[config.mk]
export PLATFORM = sky130hd
export DESIGN_NAME = imm_pack_unit
export DESIGN_NICKNAME = d
export VERILOG_FILES = /design/src/rtl/rv_isa_pkg.sv /design/src/rtl/imm_pack_fifo.sv /design/src/rtl/imm_pack_unit.sv
export SDC_FILE = /design/constraint.sdc
export NUM_CORES = 1
export LEC_CHECK = 0
export BUFFER_PORTS_ARGS = -buffer_cell sky130_fd_sc_hd__buf_2
export CORE_MARGIN = 2
export CORE_UTILIZATION = 49
export CTS_CLUSTER_DIAMETER = 60
export DETAILED_ROUTE_END_ITERATION = 6
export PLACE_DENSITY = 0.83
export SLEW_MARGIN = 5
export SYNTH_ARGS = -nofsm -noshare
export SYNTH_HDL_FRONTEND = slang
export SYNTH_SLANG_ARGS = --single-unit
[constraint.sdc]
create_clock -name clk -period 2.85 [get_ports clk]
set_clock_uncertainty 0.15 [all_clocks]
set_input_delay 0.285 -clock clk [delete_from_list [all_inputs] [get_ports clk]]
set_output_delay 0.285 -clock clk [all_outputs]
set_load 0.02 [all_outputs]
[src/rtl/rv_isa_pkg.sv]
// RV32I opcode constants and the packed-immediate record shared by the
// immediate generator and the immediate packer.
package rv_isa_pkg;

  localparam logic [6:0] jtype     = 7'b1101111;
  localparam logic [6:0] itype     = 7'b0010011;
  localparam logic [6:0] imemtype  = 7'b0000011;
  localparam logic [6:0] stype     = 7'b0100011;
  localparam logic [6:0] btype     = 7'b1100011;
  localparam logic [6:0] ultype    = 7'b0110111;
  localparam logic [6:0] uatype    = 7'b0010111;
  localparam logic [6:0] ijalrtype = 7'b1100111;

  typedef struct packed {
    logic [6:0]  opcode;
    logic [19:0] inx20;
    logic [11:0] inx12;
    logic        enx20;
    logic        enx12;
    logic        shamt;
    logic        err;
  } pack_entry_t;

  localparam int PACK_W = $bits(pack_entry_t);

  // True when imm[31:msb] are all equal, i.e. imm fits in an (msb+1)-bit
  // two's complement field.
  function automatic logic upper_same(input logic [31:0] imm, input int unsigned msb);
    logic [31:0] hi;
    hi = imm >> msb;
    return (hi == 32'd0) || (hi == (32'hFFFF_FFFF >> msb));
  endfunction

endpackage

[src/rtl/imm_pack_fifo.sv]
// Generic DEPTH x WIDTH synchronous FIFO with full/empty flags.
// DEPTH must be a power of two so the pointers wrap naturally.
module imm_pack_fifo #(
  parameter int DEPTH = 2,
  parameter int WIDTH = 8
) (
  input  logic             clk,
  input  logic             rst,
  input  logic             push,
  input  logic             pop,
  input  logic [WIDTH-1:0] din,
  output logic [WIDTH-1:0] dout,
  output logic             full,
  output logic             empty
);

  localparam int AW = (DEPTH > 1) ? $clog2(DEPTH) : 1;
  localparam logic [AW:0] FULL_CNT = (AW + 1)'(DEPTH);

  logic [WIDTH-1:0] mem [DEPTH];
  logic [AW-1:0]    wr_ptr;
  logic [AW-1:0]    rd_ptr;
  logic [AW:0]      count;
  logic             do_push;
  logic             do_pop;

  assign full    = (count == FULL_CNT);
  assign empty   = (count == '0);
  assign do_push = push && !full;
  assign do_pop  = pop && !empty;
  assign dout    = mem[rd_ptr];

  always_ff @(posedge clk or posedge rst) begin
    if (rst) begin
      wr_ptr <= '0;
      rd_ptr <= '0;
      count  <= '0;
    end else begin
      if (do_push) wr_ptr <= wr_ptr + 1'b1;
      if (do_pop)  rd_ptr <= rd_ptr + 1'b1;
      case ({do_push, do_pop})
        2'b10:   count <= count + 1'b1;
        2'b01:   count <= count - 1'b1;
        default: count <= count;
      endcase
    end
  end

  // Storage needs no reset: stale slots are never visible past empty.
  always_ff @(posedge clk) begin
    if (do_push) mem[wr_ptr] <= din;
  end

endmodule

[src/rtl/imm_pack_unit.sv]
// Packs a signed 32-bit immediate into the raw inx20/inx12 instruction fields
// for a given opcode, flags unencodable values, and queues results in a FIFO.
module imm_pack_unit
  import rv_isa_pkg::*;
#(
  parameter int DEPTH = 2,
  parameter int ERRW  = 16
) (
  input  logic            clk,
  input  logic            rst,
  input  logic            in_valid,
  output logic            in_ready,
  input  logic [6:0]      in_opcode,
  input  logic [31:0]     in_imm,
  input  logic            in_shamt,
  output logic            out_valid,
  input  logic            out_ready,
  output logic [6:0]      out_opcode,
  output logic [19:0]     out_inx20,
  output logic [11:0]     out_inx12,
  output logic            out_enx20,
  output logic            out_enx12,
  output logic            out_shamt,
  output logic            out_err,
  output logic            err_sticky,
  output logic [ERRW-1:0] err_count
);

  pack_entry_t packed_req;
  pack_entry_t head;
  pack_entry_t shown;
  logic        full;
  logic        empty;
  logic        push_fire;

  always_comb begin
    packed_req        = '0;
    packed_req.opcode = in_opcode;
    case (in_opcode)
      ultype, uatype: begin
        packed_req.inx20 = in_imm[31:12];
        packed_req.enx20 = 1'b1;
        packed_req.err   = |in_imm[11:0];
      end
      jtype: begin
        packed_req.inx20 = {in_imm[20], in_imm[10:1], in_imm[11], in_imm[19:12]};
        packed_req.enx20 = 1'b1;
        packed_req.err   = !upper_same(in_imm, 20) || in_imm[0];
      end
      itype: begin
        if (in_shamt) begin
          packed_req.inx12 = {7'b0, in_imm[4:0]};
          packed_req.shamt = 1'b1;
          packed_req.err   = |in_imm[31:5];
        end else begin
          packed_req.inx12 = in_imm[11:0];
          packed_req.enx12 = 1'b1;
          packed_req.err   = !upper_same(in_imm, 11);
        end
      end
      imemtype, ijalrtype, stype: begin
        packed_req.inx12 = in_imm[11:0];
        packed_req.enx12 = 1'b1;
        packed_req.err   = !upper_same(in_imm, 11);
      end
      btype: begin
        packed_req.inx12 = {in_imm[12], in_imm[10:5], in_imm[4:1], in_imm[11]};
        packed_req.enx12 = 1'b1;
        packed_req.err   = !upper_same(in_imm, 12) || in_imm[0];
      end
      default: packed_req.err = 1'b1;
    endcase
  end

  assign in_ready  = !full;
  assign out_valid = !empty;
  assign push_fire = in_valid && in_ready;

  imm_pack_fifo #(
    .DEPTH (DEPTH),
    .WIDTH (PACK_W)
  ) u_fifo (
    .clk   (clk),
    .rst   (rst),
    .push  (push_fire),
    .pop   (out_ready),
    .din   (packed_req),
    .dout  (head),
    .full  (full),
    .empty (empty)
  );

  // Data fields read zero whenever nothing is queued.
  assign shown      = out_valid ? head : '0;
  assign out_opcode = shown.opcode;
  assign out_inx20  = shown.inx20;
  assign out_inx12  = shown.inx12;
  assign out_enx20  = shown.enx20;
  assign out_enx12  = shown.enx12;
  assign out_shamt  = shown.shamt;
  assign out_err    = shown.err;

  always_ff @(posedge clk or posedge rst) begin
    if (rst) begin
      err_sticky <= 1'b0;
      err_count  <= '0;
    end else if (push_fire && packed_req.err) begin
      err_sticky <= 1'b1;
      if (err_count != '1) err_count <= err_count + 1'b1;
    end
  end

endmodule

* Word-level counts from Yosys, hierarchy flattened
Memory sizes are Yosys's and may differ from the RTL's.
Cells that the tools add are included.
** Word-level totals
- Memories kept :: 1
- Input bits :: 44
- Register bits after elaboration :: 21
- Word-level logic and storage cells :: 66
- Memory bits (writable) :: 86
- Output and inout port bits :: 62
** Operators by class
- Mux-type cells :: 14
- Eq/ne operators :: 15
- Add/subtract/negate cells :: 5
- Reduce and logical (&&, ||, !) cells :: 26
** Memories
- u_fifo.mem :: depth 2, bits a word 43, rd ports 1, clocked after Yosys merged registers in 0, wr ports 1, RTL line imm_pack_fifo.sv:20 : logic [WIDTH-1:0] mem [DEPTH];
** Operators with widths (number)
- 32-bit logical NOT :: 3
- 43-bit two-way mux :: 1
- 20-bit one-hot mux with 2 select lines :: 1
- 12-bit one-hot mux with 3 select lines :: 1
- 27-bit OR reduction :: 1
- 21-bit equality test, second input constant :: 1
- 7-bit equality test, second input constant :: 3
- 20-bit equality test, second input constant :: 1
- 16-bit by 1-bit adder with 16-bit output, second input constant :: 1
- 16-bit inequality test, second input constant :: 1
- 7-bit by 5-bit equality test with 1-bit output, second input constant :: 2
- 7-bit by 6-bit equality test with 1-bit output, second input constant :: 2
- 12-bit equality test, second input constant :: 1
- 12-bit two-way mux :: 1
- 12-bit OR reduction :: 1
- 7-bit by 2-bit equality test with 1-bit output, second input constant :: 1
- 1-bit two-way mux :: 7
- 3-bit OR reduction :: 2
- 1-bit logical NOT :: 5
- 1-bit logical OR :: 5
- 1-bit one-hot mux with 5 select lines :: 1
- 2-bit equality test, second input constant :: 2
- 1-bit logical AND :: 4
- 2-bit one-hot mux with 2 select lines :: 1
- other kinds (10) :: 11

* Depth between registers and ports, before layout
Gate-level depths: netlist of run 1.
- Depth after elaboration :: 7
- Mapped depth :: 9

* Modules after synthesis
Synthesis of run 1 repeated with hierarchy kept, for this count alone.
** Unflattened totals
- Cells, all modules :: 374
- Area, all modules :: 5283.8 um^2
** By module, submodules not included
- imm_pack_fifo :: area an instance 3504.6 um^2, seq. area each 2682.6 um^2, cells an instance 153, instances 1
- imm_pack_unit :: area an instance 1779.2 um^2, seq. area each 425.4 um^2, cells an instance 221, instances 1

* Worst setup path after synthesis of run 1
Ideal clock, no wire load.
- Path type :: flip-flop to flip-flop
- From :: register u_fifo.count[0]
- To :: memory u_fifo.mem[0][0] (netlist name) (enable)
- Period minus slack after synthesis :: 3.279 ns
- Arrival :: 2.685 ns
- Stages on the path, launching flop included :: 4
- Path slack :: -0.429 ns
- Path through :: dfrtp_1 nand2b_1 nand2_1 nor2_1
** On the way
- Longest elaborated chain between the ends :: 6
** Ends and longest elaborated chain
- start: declaration :: RTL line imm_pack_fifo.sv:23 : logic [AW:0] count;
- start signal: assignment :: RTL line imm_pack_fifo.sv:42 : 2'b10: count <= count + 1'b1;
- start signal: assignment :: RTL line imm_pack_fifo.sv:43 : 2'b01: count <= count - 1'b1;
- start signal: assignment :: RTL line imm_pack_fifo.sv:44 : default: count <= count;
- 2-bit equality test * :: RTL line imm_pack_fifo.sv:27 : assign full = (count == FULL_CNT);
- 1-bit logical NOT * :: RTL line imm_pack_unit.sv:75 : assign in_ready = !full;
- net in_ready :: RTL line imm_pack_unit.sv:12 : output logic in_ready,
- 1-bit logical AND :: RTL line imm_pack_unit.sv:77 : assign push_fire = in_valid && in_ready;
- 1-bit logical AND * :: RTL line imm_pack_fifo.sv:29 : assign do_push = push && !full;
- 1-bit two-way mux * :: RTL line imm_pack_fifo.sv:51 : if (do_push) mem[wr_ptr] <= din;
- 1-bit two-way mux (not written as such) * :: RTL line imm_pack_fifo.sv:51
- end: declaration :: RTL line imm_pack_fifo.sv:20
The timed path passes the listed nets; every way through them passes the cells marked *.

* Worst setup path after layout of run 1
- From :: input in_opcode[0]
- To :: register err_count[3]
** On the way
- Longest elaborated chain between the ends :: 5
** Ends and longest elaborated chain
- start: declaration :: RTL line imm_pack_unit.sv:13 : input logic [6:0] in_opcode,
- 7-bit by 2-bit equality test with 1-bit output (tied with other cells) :: RTL line imm_pack_unit.sv:39 : case (in_opcode)
- 3-bit OR reduction / 2-bit OR reduction (equally long branches)
- 1-bit one-hot mux with 5 select lines * :: RTL line imm_pack_unit.sv:39
- 1-bit logical AND * :: RTL line imm_pack_unit.sv:107 : end else if (push_fire && packed_req.err) begin
- 2-bit AND reduction (no line) *
- end signal: assignment :: RTL line imm_pack_unit.sv:109 : if (err_count != '1) err_count <= err_count + 1'b1;
- end: declaration :: RTL line imm_pack_unit.sv:26 : output logic [ERRW-1:0] err_count
Mark *: on every way between the ends. The rest lies on a longest branch, timed or not.
A chain may end at the register's enable or synchronous reset.

==> results of run 1 <==
-- layout by cell type (no fill, tap or decap), types with 6 or more instances in the layout --
cell type  Yosys  routed
xnor2_1       17      17
buf_2          0     105
and3_1        13      12
edfxtp_1      86      86
a22o_1        11      11
buf_4          1       9
and2_1        10      10
mux2i_1       43      43
nor2_1        56      54
clkbuf_8       0      11
nand2_1        6       6
nor4_1         6       6
nor2b_1       10      10
nand4_1       10      10
inv_1          6       6
nand3_1       20      20
dfrtp_1       21      20
-- layer usage --
layer	global-route usage	share of wire	routed length [um]
met2	0.331	0.49	5130
met1	0.252	0.42	4390
met5	0	0	0
met4	0.0618	0.018	193
met3	0.0579	0.072	749
-- cells in the mapped netlist, drive strengths merged (3+ instances only) --
library cell,number,share of area
dfrtp,21,0.11
xnor2,17,0.031
nand2b,3,0.0039
nor2,56,0.043
a22o,13,0.024
inv,6,0.0046
buf,7,0.0077
nand3,20,0.021
nand4,10,0.013
nor2b,10,0.013
nand2,6,0.0046
a21oi,4,0.0041
clkbuf,10,0.0077
nor4,7,0.012
and2,10,0.013
or4,3,0.0046
xor2,3,0.0054
mux2i,43,0.088
edfxtp,86,0.53
nor3,3,0.0031
and3,14,0.018
-- final cells by class --
type                            count  area share
Sequential cell                   107       0.533
Multi-Input combinational cell    245       0.289
Timing Repair Buffer              118       0.110
Clock buffer                       12      0.0302
Tap cell                          133      0.0285
Clock inverter                      4     0.00600
Inverter                            6     0.00386
-- worst max-delay path: stages --
cell           delay (ns)
dlygate4sd3_1        0.52
buf_2                0.15
nand2_1              0.10
or2_2                0.33
nor3_1               0.27
o211ai_1             0.19
a31oi_4              0.22
buf_4                0.19
nand3_1              0.10
xnor2_1              0.21
-- state kept, by name (all words and copies together), names as in the netlist --
| name | count |
|---|---|
| u_fifo.mem | 86 |
| err_count | 16 |
| u_fifo.rd_ptr | 1 |
| err_sticky | 1 |
| u_fifo.wr_ptr | 1 |
| u_fifo.count | 2 |
-- final timing paths --
check	startpoint	endpoint	cells after the start	slack [ns]
setup / recovery	in_opcode[0]	err_count[3]	10	0.41
hold / removal	in_opcode[3]	u_fifo.mem[1][39]	1	0.05
setup reg to reg	err_count[6]	err_count[1]	6	0.48
hold reg to reg	err_sticky	err_sticky	1	0.32
max in group asynchronous	rst	u_fifo.rd_ptr	3	1.56
min in group asynchronous	rst	u_fifo.count[1]	3	0.44
-- per-stage QoR --
| step | power (mW) | cells |
|---|---|---|
| global route | 5.77 | 625 |
| detailed placement | 4.58 | 606 |
| floorplan | 3.79 | 375 |
| global placement | 4.53 | 606 |
| CTS | 5.52 | 625 |
| finish | 5.48 | 625 |
-- power by group through the flow --
| stage | Sequential (mW) | Combinational (mW) | Clock, mW |
|---|---|---|---|
| global placement | 2.33 | 2.20 | 0 |
| finish | 2.32 | 2.21 | 0.944 |
| detailed placement | 2.36 | 2.23 | 0 |
| global route | 2.36 | 2.39 | 1.02 |
| CTS | 2.32 | 2.24 | 0.963 |
| floorplan | 2.31 | 1.48 | 0 |
-- cells by family after synthesis --
family,after synthesis,synth area share
and+or+nand+nor,150,0.160
DFF,107,0.638
muxes,45,0.0929
AOI/OAI and AO/OA,28,0.0480
buffers and inverters,23,0.0200
xor gates and xnor gates,20,0.0359
adders and majority gates,2,0.00513
-- what timing repair did --
| item | in CTS | in global routing |
|---|---|---|
| hold buffers | 3 | 0 |
| endpoints found under the setup margin | 0 | 0 |
| endpoints found under the hold margin | 25 | 0 |
==> results_dict.tcl, run 1 <==
set metrics [dict create \
    drt_wl_total_mm 10.5 \
    ff_latch_area_sq_mm 0.00311 \
    clock_latency_ns 0.37 \
    place_hpwl_mm 7.32 \
    root_buffer "clkbuf_8" \
    multiInputGateArea_sq_mm 0.00169 \
    max_freq_mhz 410 \
    cts.sinks 107 \
    fin_util 0.600 \
    std_cell_rows 36 \
    place_congestion 0.880 \
    firstDrtPassIters 5 \
    htree_num_levels 3 \
    switchingPower_mw 2.16 \
    p_leak_nw 2.43 \
    grt_pass1_wl_mm 16.8 \
    finalWorstSetupSlack_ns 0.413 \
    preCtsSetupSlack_ns 0.0975 \
    period_share 0.855 \
    post_cts_buffers 0 \
    core_area_sq_mm 0.00973 \
    grt_pass1_vias 3395 \
    ant_nets 0 \
    stdcell_area_sq_mm 0.00584 \
    ys.warnings.count 0 \
    yosysSeqAreaShare 0.638 \
    tightestPinTransition_ns 0.877 \
    dieArea_sq_mm 0.0108 \
    pwr-share-seq 0.424 \
    critPathMaxFanout 9 \
    grt_usage 0.198 \
    yosysUniqueCellTypes 43 \
    start_util 0.501 \
    ys_async_sr_fraction 0.196 \
    drive_above_1_share 0.291 \
    crit_type "in2reg" \
    outcome "completed" \
    setup_tns_ns 0 \
    grt.overflow.total 0 \
    relSlewSlack 0.413 \
    antenna_found_initial 0 \
    layout_min_cycle_time_ns 2.44 \
    ir_drop_uv 560 \
    endpoint_kind "flop" \
    cts_tree "yes" \
    final_nets 533 \
    cap_violations 0 \
    syn_area_sq_mm 0.00487 \
    p_per_area_mw_per_mm2 938 \
    post_drt_via_cell_ratio 5.48 \
    insertedDiodeCount 0 \
    die_height_um 104 \
    crit_arrival_ns 2.58 \
    cts_buffers 9 \
    power.share.clock 0.172 \
    drt_iter0_markers 193 \
    min_path_type "in2reg" \
    synth_flop_cell "edfxtp_1" \
    critPathLaunchType "input port" \
    synth_edf_count 86 \
    post_dp_cell_area_sq_mm 0.00560 \
    switching_share 0.394 \
    internal_power_mw 3.32 \
    wl_per_cell_um 16.7 \
    syn_inst 375 \
    rsz0062_at_grt "no" \
    finalMaxSlewViolations 0 \
    vias 3423 \
    setup_viol 0 \
    cts.path.max_buffers 2 \
    grt_max_degree 44 \
    pin_count 106 \
    hold_viol 0 \
    pwr-share-comb 0.404 \
    syn_to_final_growth_pct 19.8 \
    fillers 809 \
    route.detailed.drc 0 \
    path_clk_slew_ns 0.11 \
    io_buffers 105 \
    chipWidth_um 104 \
    timing.hold.ws_ns 0.0540 \
    syn_nets 421 \
    cp.required_ns 2.99 \
    avgSynthCellArea_sq_um 13.0 \
    cts_resized 0 \
    yosys_register_bits 107 \
]
(Power assumes the default switching activity.)
==> inputs of run 2 (changes only) <==
CELL_PAD_IN_SITES_DETAIL_PLACEMENT = 1   (was default)
CELL_PAD_IN_SITES_GLOBAL_PLACEMENT = 1   (was default)
CORE_UTILIZATION = 39   (was 49)
PLACE_DENSITY = 0.82   (was 0.83)
==> results_dict.tcl, run 2 (synthesis results as in run 1) <==
set metrics [dict create \
    root_buffer "clkbuf_16" \
    drt_wl_total_mm 12.6 \
    grt.overflow.total 0 \
    grt_usage 0.196 \
    chipWidth_um 116 \
    min_path_type "in2reg" \
    io_buffers 105 \
    setup_tns_ns 0 \
    top_regs "u_fifo.mem (86), err_count (16), u_fifo.count (2)" \
    relSlewSlack 0.411 \
    vias 3435 \
    crit_arrival_ns 2.52 \
    syn_to_final_growth_pct 21.9 \
    cap_violations 0 \
    rsz0062_at_grt "no" \
    critPathLaunchType "input port" \
    crit_chain "buf_2 -> or4_1 -> or4_1 -> o2bb2ai_1 -> nor4_4 -> a31oi_4 -> nand2_1 -> mux2_2" \
    post_cts_buffers 0 \
    crit_type "in2reg" \
    grt_use_met3 0.0575 \
    cp.required_ns 2.93 \
    max_flop_register "u_fifo.mem" \
    final_nets 531 \
    drt_iter0_markers 155 \
    ir_drop_uv 578 \
    dieArea_sq_mm 0.0134 \
    tightestPinTransition_ns 0.880 \
    die_height_um 116 \
    cts.sinks 107 \
    critPathMaxFanout 5 \
    start_util 0.402 \
    cts.path.max_buffers 2 \
    wl_per_cell_um 19.1 \
    pin_count 106 \
    layout_common_cells "buf_2, edfxtp_1, nor2_1" \
    slowest_stage "or4_1" \
    path_clk_slew_ns 0.06 \
    cp_slowest_stage_delay_ns 0.55 \
    firstDrtPassIters 4 \
    endpoint_kind "flop" \
    antenna_found_initial 0 \
    std_cell_rows 40 \
    hold_viol 0 \
    post_drt_via_cell_ratio 5.22 \
    finalWorstSetupSlack_ns 0.413 \
    grt_busiest_layer "met2" \
    insertedDiodeCount 0 \
    path_common_cell "or4_1" \
    met1_usage 0.240 \
    drive_above_1_share 0.284 \
    place_hpwl_mm 9.11 \
    place_congestion 0.867 \
    outcome "completed" \
    layout_commonest_cell "buf_2" \
    p_leak_nw 2.46 \
    layout_min_cycle_time_ns 2.44 \
    max_freq_mhz 410 \
    route.detailed.drc 0 \
    htree_num_levels 3 \
    grt_pass1_vias 3664 \
    clock_latency_ns 0.34 \
    grt_max_degree 44 \
    cts_buffers 9 \
    use_met2 0.347 \
    largest_register_ffs 86 \
    finalMaxSlewViolations 0 \
    ant_nets 0 \
    r2r_slack_ns 0.48 \
    period_share 0.855 \
    core_area_sq_mm 0.0121 \
    setup_viol 0 \
    grt_pass1_wl_mm 19.7 \
    p_per_area_mw_per_mm2 974 \
    cts_tree "yes" \
    preCtsSetupSlack_ns 0.0684 \
]
[run 2: cell types whose count changed in the layout (fill, tap and decap cells not counted), sizes merged]
cell	change
clkinv	+5
clkbuf	-3
inv	-3
dlygate4sd3	-2
bufinv	+1
[run 2: routing by layer]
layer,vias to the layer above,wire length [um]
met1,1717,5340
met4,0,130
li1,1605,-
met5,-,0
met3,13,687
met2,100,6420
[run 2: path summary, 6_finish.rpt]
| kind | from | to | cells past startpoint |
|---|---|---|---|
| worst min register to register | err_count[15] | err_count[15] | 1 |
| worst max register to register | err_count[6] | err_count[1] | 6 |
| worst min-delay path | in_opcode[1] | u_fifo.mem[1][37] | 1 |
| min in group asynchronous | rst | u_fifo.count[0] | 3 |
| max in group asynchronous | rst | u_fifo.rd_ptr | 3 |
| worst max-delay path | in_imm[11] | err_count[1] | 8 |
[run 2: critical path: cells and delay by family]
family / cells / cell delay [ns]
simple gates: 4 / 1.43
buf+inv: 1 / 0.11
compound gates: 2 / 0.34
mux: 1 / 0.35
[run 2: report_power, final]
group          switching [mW]  internal [mW]
Combinational            1.46          0.800
Clock                   0.522          0.669
Sequential              0.232           2.10
[run 2: repair_timing]
item / 4_1_cts / 5_1_grt
endpoints found under the hold margin: 21 / 0
hold buffers: 1 / 0
setup endpoints to repair: 0 / 0
gates resized for setup: 0 / 0
[run 2: stage by stage]
stage	utilization	power, mW	cell area, sq um	std cells	hold WS [ns]
3_3_place_gp	0.466	4.58	5650	641	0.304
2_1_floorplan	-	3.79	4880	375	0.112
4_1_cts	0.491	5.88	5940	658	0.0129
6_report	0.491	5.79	5940	658	0.0258
5_1_grt	0.491	6.09	5940	658	0.0300
3_5_place_dp	0.466	4.67	5650	641	0.332
[run 2: cell type report]
type,count,area [sq um]
multi-input cells,245,1680
clock inverters,7,58.8
flip-flops and latches,107,3110
clock buffers,9,225
repair buffers,116,636
well taps,168,210
fillers,1321,6170
inverters,6,22.5
==> inputs of run 3 (changes only) <==
BUFFER_PORTS_ARGS = -buffer_cell sky130_fd_sc_hd__buf_4   (was -buffer_cell sky130_fd_sc_hd__buf_2)
GPL_ROUTABILITY_DRIVEN = 0   (was default)
==> results_dict.tcl, run 3 (synthesis results as in run 1) <==
set metrics [dict create \
    largest_register_ffs 86 \
    drive_above_1_share 0.292 \
    layout_common_cells "buf_4, edfxtp_1, nor2_1" \
    firstDrtPassIters 4 \
    insertedDiodeCount 0 \
    crit_type "in2reg" \
    path_clk_slew_ns 0.07 \
    chipWidth_um 116 \
    dieArea_sq_mm 0.0134 \
    drt_wl_total_mm 12.8 \
    route.detailed.drc 0 \
    cap_violations 0 \
    place_hpwl_mm 9.16 \
    die_height_um 116 \
    htree_num_levels 3 \
    met1_usage 0.258 \
    min_path_type "in2reg" \
    syn_to_final_growth_pct 29.3 \
    critPathMaxFanout 13 \
    root_buffer "clkbuf_16" \
    min_path_cells 1 \
    outcome "completed" \
    cts.sinks 107 \
    period_share 0.935 \
    endpoint_kind "flop" \
    drt_iter0_markers 240 \
    p_per_area_mw_per_mm2 1000 \
    final_nets 534 \
    grt_usage 0.200 \
    post_cts_buffers 0 \
    post_drt_via_cell_ratio 5.32 \
    relSlewSlack 0.417 \
    start_util 0.402 \
    rsz0062_at_grt "no" \
    setup_tns_ns 0 \
    use_met2 0.342 \
    cp.required_ns 2.96 \
    grt_pass1_vias 3680 \
    cts.path.max_buffers 2 \
    ir_drop_uv 429 \
    cts_tree "yes" \
    finalMaxSlewViolations 0 \
    setup_viol 0 \
    io_buffers 105 \
    fillers 1290 \
    crit_arrival_ns 2.77 \
    hold_viol 0 \
    cts_buffers 9 \
    power.total_mw 6.31 \
    grt_use_met3 0.0314 \
    layout_min_cycle_time_ns 2.67 \
    tightestPinTransition_ns 0.871 \
    p_leak_nw 2.57 \
    ant_nets 0 \
    r2r_cells 6 \
    layout_commonest_cell "buf_4" \
    grt.overflow.total 0 \
    std_cell_rows 40 \
    top_regs "u_fifo.mem (86), err_count (16), u_fifo.count (2)" \
    max_flop_register "u_fifo.mem" \
    grt_max_degree 44 \
    grt_pass1_wl_mm 20.1 \
    antenna_found_initial 0 \
    core_area_sq_mm 0.0121 \
    critPathLaunchType "input port" \
    pin_count 106 \
    clock_latency_ns 0.36 \
    grt_busiest_layer "met2" \
    wl_per_cell_um 19.4 \
    max_freq_mhz 375 \
    vias 3517 \
]
[run 3: cell types whose count changed in the layout (fill, tap and decap cells not counted), sizes merged]
cell,change
clkinv,-6
dlygate4sd3,+2
buf,+1
clkbuf,+6
[run 3: cell type report]
class / count / area (sq um) / area share
Sequential cell: 107 / 3110 / 0.493
Multi-Input combinational cell: 245 / 1690 / 0.267
Timing Repair Buffer: 119 / 913 / 0.145
Clock buffer: 15 / 332 / 0.0526
Tap cell: 168 / 210 / 0.0334
Clock inverter: 1 / 30.0 / 0.00476
Inverter: 6 / 22.5 / 0.00357
[run 3: worst paths after layout]
check,to,slack (ns),from
min in group asynchronous,err_sticky,0.50,rst
worst max register to register,err_count[1],0.44,err_count[6]
worst min register to register,err_count[10],0.35,err_count[10]
worst min-delay path,u_fifo.mem[1][39],0.04,in_opcode[3]
worst max-delay path,err_count[9],0.18,in_opcode[0]
max in group asynchronous,u_fifo.rd_ptr,1.50,rst
[run 3: repair_timing]
action	CTS	global route
hold buffers	3	0
endpoints found under the hold margin	25	0
setup endpoints to repair	0	5
resized for setup	0	1
[run 3: power breakdown]
group / leakage [nW] / switching (mW) / internal, mW / total [mW]
sequential: 1.08 / 0.229 / 2.10 / 2.33
clock: 0.178 / 0.560 / 0.890 / 1.45
combinational: 1.32 / 1.49 / 1.04 / 2.53
[run 3: through the flow]
stage           util  hold WS, ns  cell area (sq um)  setup slack, ns  std cells
5_1_grt        0.520       0.0556               6300            0.104        661
4_1_cts        0.520       0.0294               6300            0.182        661
3_5_place_dp   0.488        0.331               5910           0.0159        642
2_1_floorplan      -        0.112               4880            0.284        375
6_report       0.520       0.0383               6300            0.184        661
3_3_place_gp   0.488        0.322               5910            0.102        642
[run 3: routing by layer]
layer,up-vias,share of wire,wire length (um)
met5,-,0,0
met4,0,0.020,252
met3,17,0.045,578
met2,116,0.51,6550
met1,1775,0.43,5460
li1,1609,-,-
[run 3: critical path: stages]
cell,delay [ns]
dlygate4sd3_1,0.53
buf_4,0.14
nand2_1,0.09
or2_2,0.34
a21oi_1,0.26
o211ai_1,0.26
a31oi_4,0.29
buf_4,0.24
nand3_1,0.11
xnor2_1,0.23
